### config.mk
export PLATFORM = sky130hd
export DESIGN_NAME = instr_cache
export DESIGN_NICKNAME = d
export VERILOG_FILES = /design/src/rtl/instr_cache_pkg.sv /design/src/rtl/instr_cache_array.sv /design/src/rtl/instr_cache.sv
export SDC_FILE = /design/constraint.sdc
export NUM_CORES = 2
export LEC_CHECK = 0
export ABC_AREA = 1
export CAP_MARGIN = 20
export CORE_ASPECT_RATIO = 1.2
export CORE_MARGIN = 2
export CORE_UTILIZATION = 25
export DETAILED_ROUTE_END_ITERATION = 8
export GPL_ROUTABILITY_DRIVEN = 0
export HOLD_SLACK_MARGIN = 0.03
export PLACE_DENSITY_LB_ADDON = 0.3
export RECOVER_POWER = 50
export SYNTH_ARGS = -nofsm -noshare
export SYNTH_HDL_FRONTEND = slang
export SYNTH_SLANG_ARGS = --single-unit
### constraint.sdc
create_clock -name clk_i -period 4.3 [get_ports clk_i]
set_input_delay 0.645 -clock clk_i [delete_from_list [all_inputs] [get_ports clk_i]]
set_output_delay 0.645 -clock clk_i [all_outputs]
set_load 0.02 [all_outputs]
### src/rtl/instr_cache_pkg.sv
// Shared definitions for the instruction cache: default geometry, address
// split helpers and the refill FSM state encoding.
// Optional build macro used by instr_cache: ICACHE_STATS_EN (hit/miss counters).
package instr_cache_pkg;

  localparam int unsigned SETS_DEF       = 16;
  localparam int unsigned LINE_WORDS_DEF = 4;
  localparam int unsigned ADDR_W         = 32;
  localparam int unsigned BYTE_OFF_W     = 2;

  // Refill FSM state encoding
  typedef logic [1:0] state_t;
  localparam state_t ST_IDLE      = 2'd0;
  localparam state_t ST_REFILL    = 2'd1;
  localparam state_t ST_FILL_DONE = 2'd2;

  // Bits left for the tag once byte offset, word offset and index are removed
  function automatic int unsigned tag_width(input int unsigned sets,
                                            input int unsigned line_words);
    return ADDR_W - BYTE_OFF_W - $clog2(line_words) - $clog2(sets);
  endfunction

endpackage

### src/rtl/instr_cache_array.sv
// icache_array: data and tag storage for the direct-mapped instruction cache.
// Reads are combinational, writes are synchronous. Valid bits live in the
// cache controller so that reset can clear them asynchronously.
// Ports:
//   clk_i                          write clock
//   rd_idx_i / rd_off_i            fetch read index / word offset
//   rd_data_o / rd_tag_o           word and tag at the fetch index
//   inv_idx_i / inv_tag_o          second tag read port for store snoops
//   wr_en_i, wr_idx_i, wr_off_i,
//   wr_data_i                      refill word write
//   tag_we_i, tag_i                tag write (at wr_idx_i)
module icache_array
  import instr_cache_pkg::*;
#(
  parameter int unsigned SETS       = SETS_DEF,
  parameter int unsigned LINE_WORDS = LINE_WORDS_DEF,
  parameter int unsigned TAG_W      = tag_width(SETS_DEF, LINE_WORDS_DEF)
) (
  input  logic                          clk_i,
  input  logic [$clog2(SETS)-1:0]       rd_idx_i,
  input  logic [$clog2(LINE_WORDS)-1:0] rd_off_i,
  output logic [31:0]                   rd_data_o,
  output logic [TAG_W-1:0]              rd_tag_o,
  input  logic [$clog2(SETS)-1:0]       inv_idx_i,
  output logic [TAG_W-1:0]              inv_tag_o,
  input  logic                          wr_en_i,
  input  logic [$clog2(SETS)-1:0]       wr_idx_i,
  input  logic [$clog2(LINE_WORDS)-1:0] wr_off_i,
  input  logic [31:0]                   wr_data_i,
  input  logic                          tag_we_i,
  input  logic [TAG_W-1:0]              tag_i
);

  logic [31:0]      data_q [SETS*LINE_WORDS];
  logic [TAG_W-1:0] tag_q  [SETS];

  assign rd_data_o = data_q[{rd_idx_i, rd_off_i}];
  assign rd_tag_o  = tag_q[rd_idx_i];
  assign inv_tag_o = tag_q[inv_idx_i];

  // Refill word write
  always_ff @(posedge clk_i) begin
    if (wr_en_i) data_q[{wr_idx_i, wr_off_i}] <= wr_data_i;
  end

  // Tag write on the final refill beat
  always_ff @(posedge clk_i) begin
    if (tag_we_i) tag_q[wr_idx_i] <= tag_i;
  end

endmodule

### src/rtl/instr_cache.sv
// instr_cache: direct-mapped instruction cache with a zero-latency hit path,
// line refill from main memory and store-snoop invalidation.
// Build macro: ICACHE_STATS_EN adds saturating hitCnt_o / missCnt_o.
// Ports:
//   clk_i, rst_ni                 clock, async active-low reset
//   addr_i, validReq_i            fetch request
//   instr_o, ready_o              fetch response (combinational on hit)
//   memReq_o, memAddr_o           refill request and line-aligned address
//   memData_i, memValid_i         refill beats
//   invEn_i, invAddr_i            store snoop invalidate
//   hitCnt_o, missCnt_o           statistics (ICACHE_STATS_EN only)
module instr_cache
  import instr_cache_pkg::*;
#(
  parameter int unsigned SETS       = SETS_DEF,
  parameter int unsigned LINE_WORDS = LINE_WORDS_DEF
) (
  input  logic        clk_i,
  input  logic        rst_ni,
  input  logic [31:0] addr_i,
  input  logic        validReq_i,
  output logic [31:0] instr_o,
  output logic        ready_o,
  output logic        memReq_o,
  output logic [31:0] memAddr_o,
  input  logic [31:0] memData_i,
  input  logic        memValid_i,
  input  logic        invEn_i,
`ifdef ICACHE_STATS_EN
  output logic [31:0] hitCnt_o,
  output logic [31:0] missCnt_o,
`endif
  input  logic [31:0] invAddr_i
);

  localparam int unsigned OFF_W    = $clog2(LINE_WORDS);
  localparam int unsigned IDX_W    = $clog2(SETS);
  localparam int unsigned TAG_W    = tag_width(SETS, LINE_WORDS);
  localparam int unsigned LINE_LSB = OFF_W + BYTE_OFF_W;

  state_t                     state_q, state_d;
  logic [SETS-1:0]            valid_q, valid_d;
  logic [OFF_W-1:0]           beat_q, beat_d;
  logic [ADDR_W-1:LINE_LSB]   line_q, line_d;   // {tag, index} of line under refill
  logic                       inv_pend_q, inv_pend_d;

  logic [OFF_W-1:0] req_off_s;
  logic [IDX_W-1:0] req_idx_s, inv_idx_s, fill_idx_s;
  logic [TAG_W-1:0] req_tag_s, inv_tag_s, rd_tag_s, inv_rd_tag_s;
  logic [31:0]      rd_data_s;
  logic             hit_s, miss_s, inv_hit_s, inv_fill_s, fill_we_s, beat_last_s;
  logic             unused_s;

  assign req_off_s  = addr_i[LINE_LSB-1:BYTE_OFF_W];
  assign req_idx_s  = addr_i[LINE_LSB+IDX_W-1:LINE_LSB];
  assign req_tag_s  = addr_i[ADDR_W-1:LINE_LSB+IDX_W];
  assign inv_idx_s  = invAddr_i[LINE_LSB+IDX_W-1:LINE_LSB];
  assign inv_tag_s  = invAddr_i[ADDR_W-1:LINE_LSB+IDX_W];
  assign fill_idx_s = line_q[LINE_LSB+IDX_W-1:LINE_LSB];
  // Byte-offset bits never select anything
  assign unused_s   = ^{addr_i[BYTE_OFF_W-1:0], invAddr_i[BYTE_OFF_W-1:0]};

  icache_array #(
    .SETS      (SETS),
    .LINE_WORDS(LINE_WORDS),
    .TAG_W     (TAG_W)
  ) u_array (
    .clk_i    (clk_i),
    .rd_idx_i (req_idx_s),
    .rd_off_i (req_off_s),
    .rd_data_o(rd_data_s),
    .rd_tag_o (rd_tag_s),
    .inv_idx_i(inv_idx_s),
    .inv_tag_o(inv_rd_tag_s),
    .wr_en_i  (fill_we_s),
    .wr_idx_i (fill_idx_s),
    .wr_off_i (beat_q),
    .wr_data_i(memData_i),
    .tag_we_i (beat_last_s),
    .tag_i    (line_q[ADDR_W-1:LINE_LSB+IDX_W])
  );

  assign hit_s       = (state_q == ST_IDLE) && validReq_i && valid_q[req_idx_s] &&
                       (rd_tag_s == req_tag_s);
  assign miss_s      = (state_q == ST_IDLE) && validReq_i && !hit_s;
  assign fill_we_s   = (state_q == ST_REFILL) && memValid_i;
  assign beat_last_s = fill_we_s && (beat_q == OFF_W'(LINE_WORDS - 1));
  assign inv_hit_s   = invEn_i && valid_q[inv_idx_s] && (inv_rd_tag_s == inv_tag_s);
  // Snoop against the in-flight line: its valid bit is not yet set
  assign inv_fill_s  = invEn_i && (state_q == ST_REFILL) &&
                       (invAddr_i[ADDR_W-1:LINE_LSB] == line_q);

  assign ready_o   = hit_s;
  assign instr_o   = hit_s ? rd_data_s : 32'h0000_0000;
  assign memReq_o  = (state_q == ST_REFILL);
  assign memAddr_o = {line_q, {LINE_LSB{1'b0}}};

  // Refill FSM next-state, beat counter and line latch
  always_comb begin
    state_d    = state_q;
    beat_d     = beat_q;
    line_d     = line_q;
    inv_pend_d = inv_pend_q;
    case (state_q)
      ST_IDLE: begin
        if (miss_s) begin
          state_d    = ST_REFILL;
          line_d     = addr_i[ADDR_W-1:LINE_LSB];
          beat_d     = {OFF_W{1'b0}};
          inv_pend_d = 1'b0;
        end else begin
          state_d = ST_IDLE;
        end
      end
      ST_REFILL: begin
        if (fill_we_s) begin
          beat_d = beat_q + {{(OFF_W-1){1'b0}}, 1'b1};  // wraps to 0 after last beat
        end else begin
          beat_d = beat_q;
        end
        if (beat_last_s) begin
          state_d = ST_FILL_DONE;
        end else begin
          state_d = ST_REFILL;
        end
        if (inv_fill_s) begin
          inv_pend_d = 1'b1;
        end else begin
          inv_pend_d = inv_pend_q;
        end
      end
      ST_FILL_DONE: state_d = ST_IDLE;
      default:      state_d = ST_IDLE;
    endcase
  end

  // Valid-bit updates: snoop clear, drop the victim on refill start, set on fill
  always_comb begin
    valid_d = valid_q;
    if (inv_hit_s) begin
      valid_d[inv_idx_s] = 1'b0;
    end else begin
      valid_d = valid_d;
    end
    // Victim data is overwritten during refill, so it must stop hitting now
    if (miss_s) begin
      valid_d[req_idx_s] = 1'b0;
    end else begin
      valid_d = valid_d;
    end
    if (beat_last_s && !inv_pend_q && !inv_fill_s) begin
      valid_d[fill_idx_s] = 1'b1;
    end else begin
      valid_d = valid_d;
    end
  end

  // Controller state registers
  always_ff @(posedge clk_i or negedge rst_ni) begin
    if (!rst_ni) begin
      state_q    <= ST_IDLE;
      valid_q    <= {SETS{1'b0}};
      beat_q     <= {OFF_W{1'b0}};
      line_q     <= {(ADDR_W-LINE_LSB){1'b0}};
      inv_pend_q <= 1'b0;
    end else begin
      state_q    <= state_d;
      valid_q    <= valid_d;
      beat_q     <= beat_d;
      line_q     <= line_d;
      inv_pend_q <= inv_pend_d;
    end
  end

`ifdef ICACHE_STATS_EN
  logic [31:0] hit_cnt_q, miss_cnt_q;

  // Saturating hit and refill-entry counters
  always_ff @(posedge clk_i or negedge rst_ni) begin
    if (!rst_ni) begin
      hit_cnt_q  <= 32'h0000_0000;
      miss_cnt_q <= 32'h0000_0000;
    end else begin
      if (hit_s && (hit_cnt_q != 32'hFFFF_FFFF)) hit_cnt_q <= hit_cnt_q + 32'h0000_0001;
      if (miss_s && (miss_cnt_q != 32'hFFFF_FFFF)) miss_cnt_q <= miss_cnt_q + 32'h0000_0001;
    end
  end

  assign hitCnt_o  = hit_cnt_q;
  assign missCnt_o = miss_cnt_q;
`endif

endmodule

**Yosys cells after proc, flatten, opt, wreduce, memory -nomap -nowiden**

Memories as Yosys holds them, arrays and structs flattened.
Cells that the tools add are included.

- $add $sub $neg: 1
- $lt $le $gt $ge: 6
- Equality and inequality tests: 8
- Multiplexer cells: 27
- Bitwise logic cells: 5
- Reduce and logical (&&, ||, !) cells: 23

Operators with widths:

| cell | count |
|---|---|
| $eq 24x24->1 | 2 |
| $mux 16 | 3 |
| $and 16x16->16 | 2 |
| $mux 32 | 1 |
| $not 16->16 | 2 |
| $eq 28x28->1 | 1 |
| $or 16x16->16 | 1 |
| $logic_and 1x1->1 | 15 |
| $lt 4x5->1 const B | 3 |
| $demux 1 s4 | 3 |
| $ge 4x1->1 const B | 3 |
| $mux 1 | 12 |
| $bmux 1 s4 | 2 |
| $pmux 2 s2 | 2 |
| $mux 2 | 3 |
| $reduce_and 3->1 | 2 |
| $ne 2x1->1 const B | 2 |
| $logic_not 1->1 | 3 |
| $add 2x1->2 const B | 1 |
| $eq 2x1->1 const B | 1 |
| $eq 2x2->1 const B | 1 |
| $logic_not 2->1 | 1 |
| $ne 2x2->1 const B | 1 |
| $pmux 1 s2 | 1 |
| 2 further kinds | 2 |

- Flip-flop bits (word level): 49
- Bits in writable memories: 2432
- Bits of input ports: 101
- Output and inout port bits: 66
- Logic and storage cells: 77
- Memories kept: 2

Memories:

| memory | words | bits a word | rd ports | clocked after memory_dff | write ports | line | source |
|---|---|---|---|---|---|---|---|
| u_array.data_q | 64 | 32 | 1 | 0 | 1 | instr_cache_array.sv:34 | `logic [31:0] data_q [SETS*LINE_WORDS];` |
| u_array.tag_q | 16 | 24 | 2 | 0 | 1 | instr_cache_array.sv:35 | `logic [TAG_W-1:0] tag_q [SETS];` |

**Logic depth before layout (Yosys ltp)**

- Depth in word-level cells: 11
- Depth in mapped cells: 23

**Modules after synthesis**

From an unflattened synthesis, not the netlist that was laid out.

- Cell total of the unflattened synthesis: 9393
- Area, all modules: 105052.0 um^2

Modules (own cells, without submodules):

| module | times used | cells each | area each (um^2) | sequential area each (um^2) |
|---|---|---|---|---|
| icache_array | 1 | 8616 | 100689.1 | 73030.0 |
| instr_cache | 1 | 777 | 4362.9 | 1226.2 |

**Worst setup path after synthesis**

Ideal clock, no wire load.

- Path kind: register to register
- Start point: register state_q[1]
- End point: memory u_array.tag_q[0][0] (netlist name) (enable)
- Arrival: 3071 ps
- Data required time: 3865 ps
- Slack: 794 ps
- Cell stages (with the launch flop): 7
- Buffers on the path: 1
- Clock period less this slack: 3506 ps
- Cells stage by stage: dfrtp_1 > nor2_1 > inv_1 > nor2_1 > nand2_1 > clkbuf_1 > nor3_1

- Longest elaborated chain between the ends: 5

Ends and longest elaborated chain:

| element | line | source |
|---|---|---|
| start: declaration | instr_cache.sv:41 | `state_t state_q, state_d;` |
| start signal: assignment | instr_cache.sv:167 | `state_q <= state_d;` |
| $eq 2x1->1 | n/a |  |
| via memReq_o | instr_cache.sv:24 | `output logic memReq_o,` |
| $logic_and 1x1->1 | instr_cache.sv:86 | `assign fill_we_s = (state_q == ST_REFILL) && memValid_i;` |
| $logic_and 1x1->1 | instr_cache.sv:87 | `assign beat_last_s = fill_we_s && (beat_q == OFF_W'(LINE_WORDS - 1));` |
| $mux 1 | instr_cache_array.sv:48 | `if (tag_we_i) tag_q[wr_idx_i] <= tag_i;` |
| $mux 1 (not written as such) | instr_cache_array.sv:48 |  |
| end: declaration | instr_cache_array.sv:35 |  |

The timed path passes the listed nets, and every way through them passes these cells.

==> reports/results.ini <==
[outcome]
outcome = finished with violations
violations = max-capacitance violations, max-slew violations

[grt]
grt_usage = 0.1650
grt_pass1_vias = 71380
grt_overflow = 0
grt_pass1_wl_um = 508500
grt_max_degree = 109
antenna_found_initial = 18

[logic_synthesis]
ys.warnings.count = 0
yosysSeqAreaShare = 0.7168
synth_top_area_share = 0.7050
async_reset_ff_frac = 0.01975
synth_flop_cell = edfxtp_1
synth-seq-cells = 2481
synth_edf_count = 2432
syn_area_sq_um = 103600
syn_area_per_cell_sq_um = 11.63
yosys-top-cells-area = edfxtp_1 70%, nand2_1 13%, a21oi_1 3.6%, a32o_1 2.6%, clkbuf_1 1.4%
synth_top_area_cell = edfxtp_1
netlist_instances = 8905
yosysUniqueCellTypes = 47

[worst_hold_path]
min_to = u_array.data_q[27][24]
holdPathStages = 1
min_path_type = in2reg
hp-start = memData_i[24]

[clock_network]
cts.sinks = 2481
ctsRootBufferMaster = clkbuf_16
htree_num_levels = 5
numCtsBuffers = 284
cts_tree = done
clock_latency_ns = 0.92
cts_buffer_depth = 4
clk_pin_slew_ns = 0.06

[drt]
first_pass_iters = 8
drc = 0
wl_per_cell_um = 23.72
antenna_left = 0
num_vias = 73210
wirelength_um = 356700
initialDrtViolationCount = 7467
via_per_inst = 4.868

[finish]
final_common_cell = nand2_1
design_area_sq_um = 125500
area_growth_pct = 21.14
fillers = 41620
multi_input_comb_area_sq_um = 27120
regArea_sq_um = 74260
nets = 9470
layout.cells.most_common_list = 3428 x nand2_1, 2432 x edfxtp_1, 745 x a21oi_1, 405 x buf_4, 293 x clkbuf_16
drive_gt1_frac = 0.1174

[timing]
period_needed_ns = 4.235
period_share = 0.9850
setup_viol = 0
hold_violations = 0
fmax_mhz = 236.1
max-slew-margin-rel = -1.104
slew_violations = 1631
setup_tns_ns = 0
rsz0062_at_grt = yes
worstMarginPinSlew_ns = 3.156
clock_skew_ns = 0.07772
hold_ws_ns = 0.1245

[die]
start_util = 0.2515
core-area_sq_um = 411900
num_io_pins = 167
rows = 258
die_w_um = 591.6
die_y_um = 709.1
die-area_sq_um = 419500

[placed_design]
io_buffers = 156
hpwl_um = 211100
placed_area_sq_um = 116100

[setup_path]
cp_num_buf_inv = 5
worstReg2RegEnd = u_array.data_q[11][5]
setup.worst_path.end_class = primary output
critical_path_class = reg2out
critical-path-max-stage-delay_ns = 0.39
worstSetupStartpointType = flop
r2r_setup_slack_ns = 0.58
path_cells = nand2_1 -> nand2_1 -> nand2_1 -> nand3_1 -> nand2_1 -> nand2_2 -> o21ai_4 -> o21ai_2 -> nor3_2 -> nand4_1 -> nor2_2 -> nand2_2 -> buf_12 -> buf_16 -> buf_4 -> nor3_4 -> buf_6 -> buf_12
crit_top_cell = nand2_1
slowest_stage = edfxtp_1
r2r-start = state_q[1]
crit_fanout = 5
crit_family = simple AND/OR/NAND/NOR gates
required_ns = 3.65
worstPathArrival_ns = 3.59
worst-r2r-cell-count = 9

[power_and_ir_drop]
powerDensity_nw_per_um2 = 466.3
p_comb_frac = 0.112
p_leak_nw = 43.97
internal_power_mw = 43.46
switchingPower_mw = 15.05
peakVddDrop_mv = 0.2974
power.total_mw = 58.51
clock_power_share = 0.403
seqPwrFrac = 0.485
switching_share = 0.2572

[run]
drv_cap = 34

==> worst reg2reg max path, stage by stage, from the launching register on <==
cell	delay, ns
dfrtp_1	0.38
nor2_1	0.43
inv_1	0.18
nor2_1	0.16
inv_1	0.08
nor2_1	0.32
nand2_1	0.09
clkbuf_1	0.52
nor2_1	0.61
buf_4	0.56
==> cells by family (layout without fill, tap and decap cells) <==
logic type               count (synthesis)  after routing  synth area share
XOR/XNOR                                16             16          0.001353
other                                    1             12        0.00003620
buffers and inverters                  751           1412           0.02945
flip-flops                            2481           2481            0.7168
AO/OA/AOI/OAI                         1689           1689            0.1039
adder cells (fa/ha/maj)                  1              1         0.0001208
AND/OR/NAND/NOR                       3966           3966            0.1483
==> sequential cells by signal (all words and copies together) (netlist names) <==
signal / cells
valid_q: 16
line_q: 28
state_q: 2
u_array.tag_q: 384
beat_q: 2
inv_pend_q: 1
u_array.data_q: 2048
==> how the worst max path moves through the flow <==
stage | slack, ns | cells past startpoint | endpoint | from
after detailed placement | -0.69 | 14 | instr_o[18] | addr_i[6]
after global placement | -0.74 | 14 | instr_o[18] | addr_i[6]
after floorplan | 0.79 | 6 | u_array.tag_q[0][0] | state_q[1]
after global routing | -0.09 | 18 | instr_o[16] | u_array.tag_q[9][18]
final | 0.06 | 18 | instr_o[16] | u_array.tag_q[13][18]
after CTS | -0.001 | 16 | instr_o[0] | u_array.tag_q[1][15]
==> power by group through the flow <==
stage	Combinational [mW]	Clock [mW]	Sequential, mW
floorplan	2.72	0	28.9
global placement	6.44	0	28.8
detailed placement	6.54	0	28.8
CTS	6.59	24.0	28.3
global route	7.01	25.0	28.5
finish	6.53	23.6	28.4
==> routing by layer <==
layer / up-vias / wire (um) / GRT usage
met5: - / 37 / 0
met4: 6 / 11250 / 0.05243
met3: 610 / 26160 / 0.02720
met2: 2848 / 170800 / 0.2764
met1: 36970 / 148400 / 0.2169
li1: 32770 / - / -
==> repair_timing <==
action | CTS | global route
hold endpoints to repair | 22 | 4
cloned | 2 | 1
gates resized for setup | 39 | 68
endpoints found under the setup margin | 33 | 32
buffers inserted | 10 | 8
hold buffers | 1 | 1
pin swaps | 13 | 35
==> through the flow <==
step | cells | util | setup slack, ns
6_report | 15040 | 0.3046 | 0.06458
4_1_cts | 15000 | 0.3042 | -0.001350
3_3_place_gp | 14500 | 0.2818 | -0.7365
3_5_place_dp | 14500 | 0.2818 | -0.6907
5_1_grt | 15030 | 0.3046 | -0.09342
2_1_floorplan | 8908 | - | 0.7936
==> synthesized netlist by cell type (6+ instances only) <==
cell / n
a21boi_0: 6
a21oi_1: 745
a22o_1: 8
a22oi_1: 138
a32o_1: 272
a32oi_1: 82
a41oi_1: 7
buf_1: 78
buf_2: 89
buf_4: 20
buf_6: 6
clkbuf_1: 383
dfrtp_1: 49
edfxtp_1: 2432
inv_1: 164
inv_2: 8
nand2_1: 3450
nand3_1: 70
nand4_1: 90
nor2_1: 271
nor3_1: 57
nor4_1: 10
o2111ai_1: 8
o21ai_0: 287
o21ai_1: 23
o21bai_1: 9
o22ai_1: 80
o31ai_1: 6
xnor2_1: 11
==> area by class of cell <==
type	count	area share
Antenna cell	8	0.0001595
Inverter	175	0.005594
Multi-Input combinational cell	5676	0.2162
Clock buffer	357	0.06025
Sequential cell	2481	0.5918
Tap cell	5460	0.05444
Clock inverter	130	0.01064
Timing Repair Buffer	750	0.06100
Note: power is estimated with default switching activity, not from simulation.
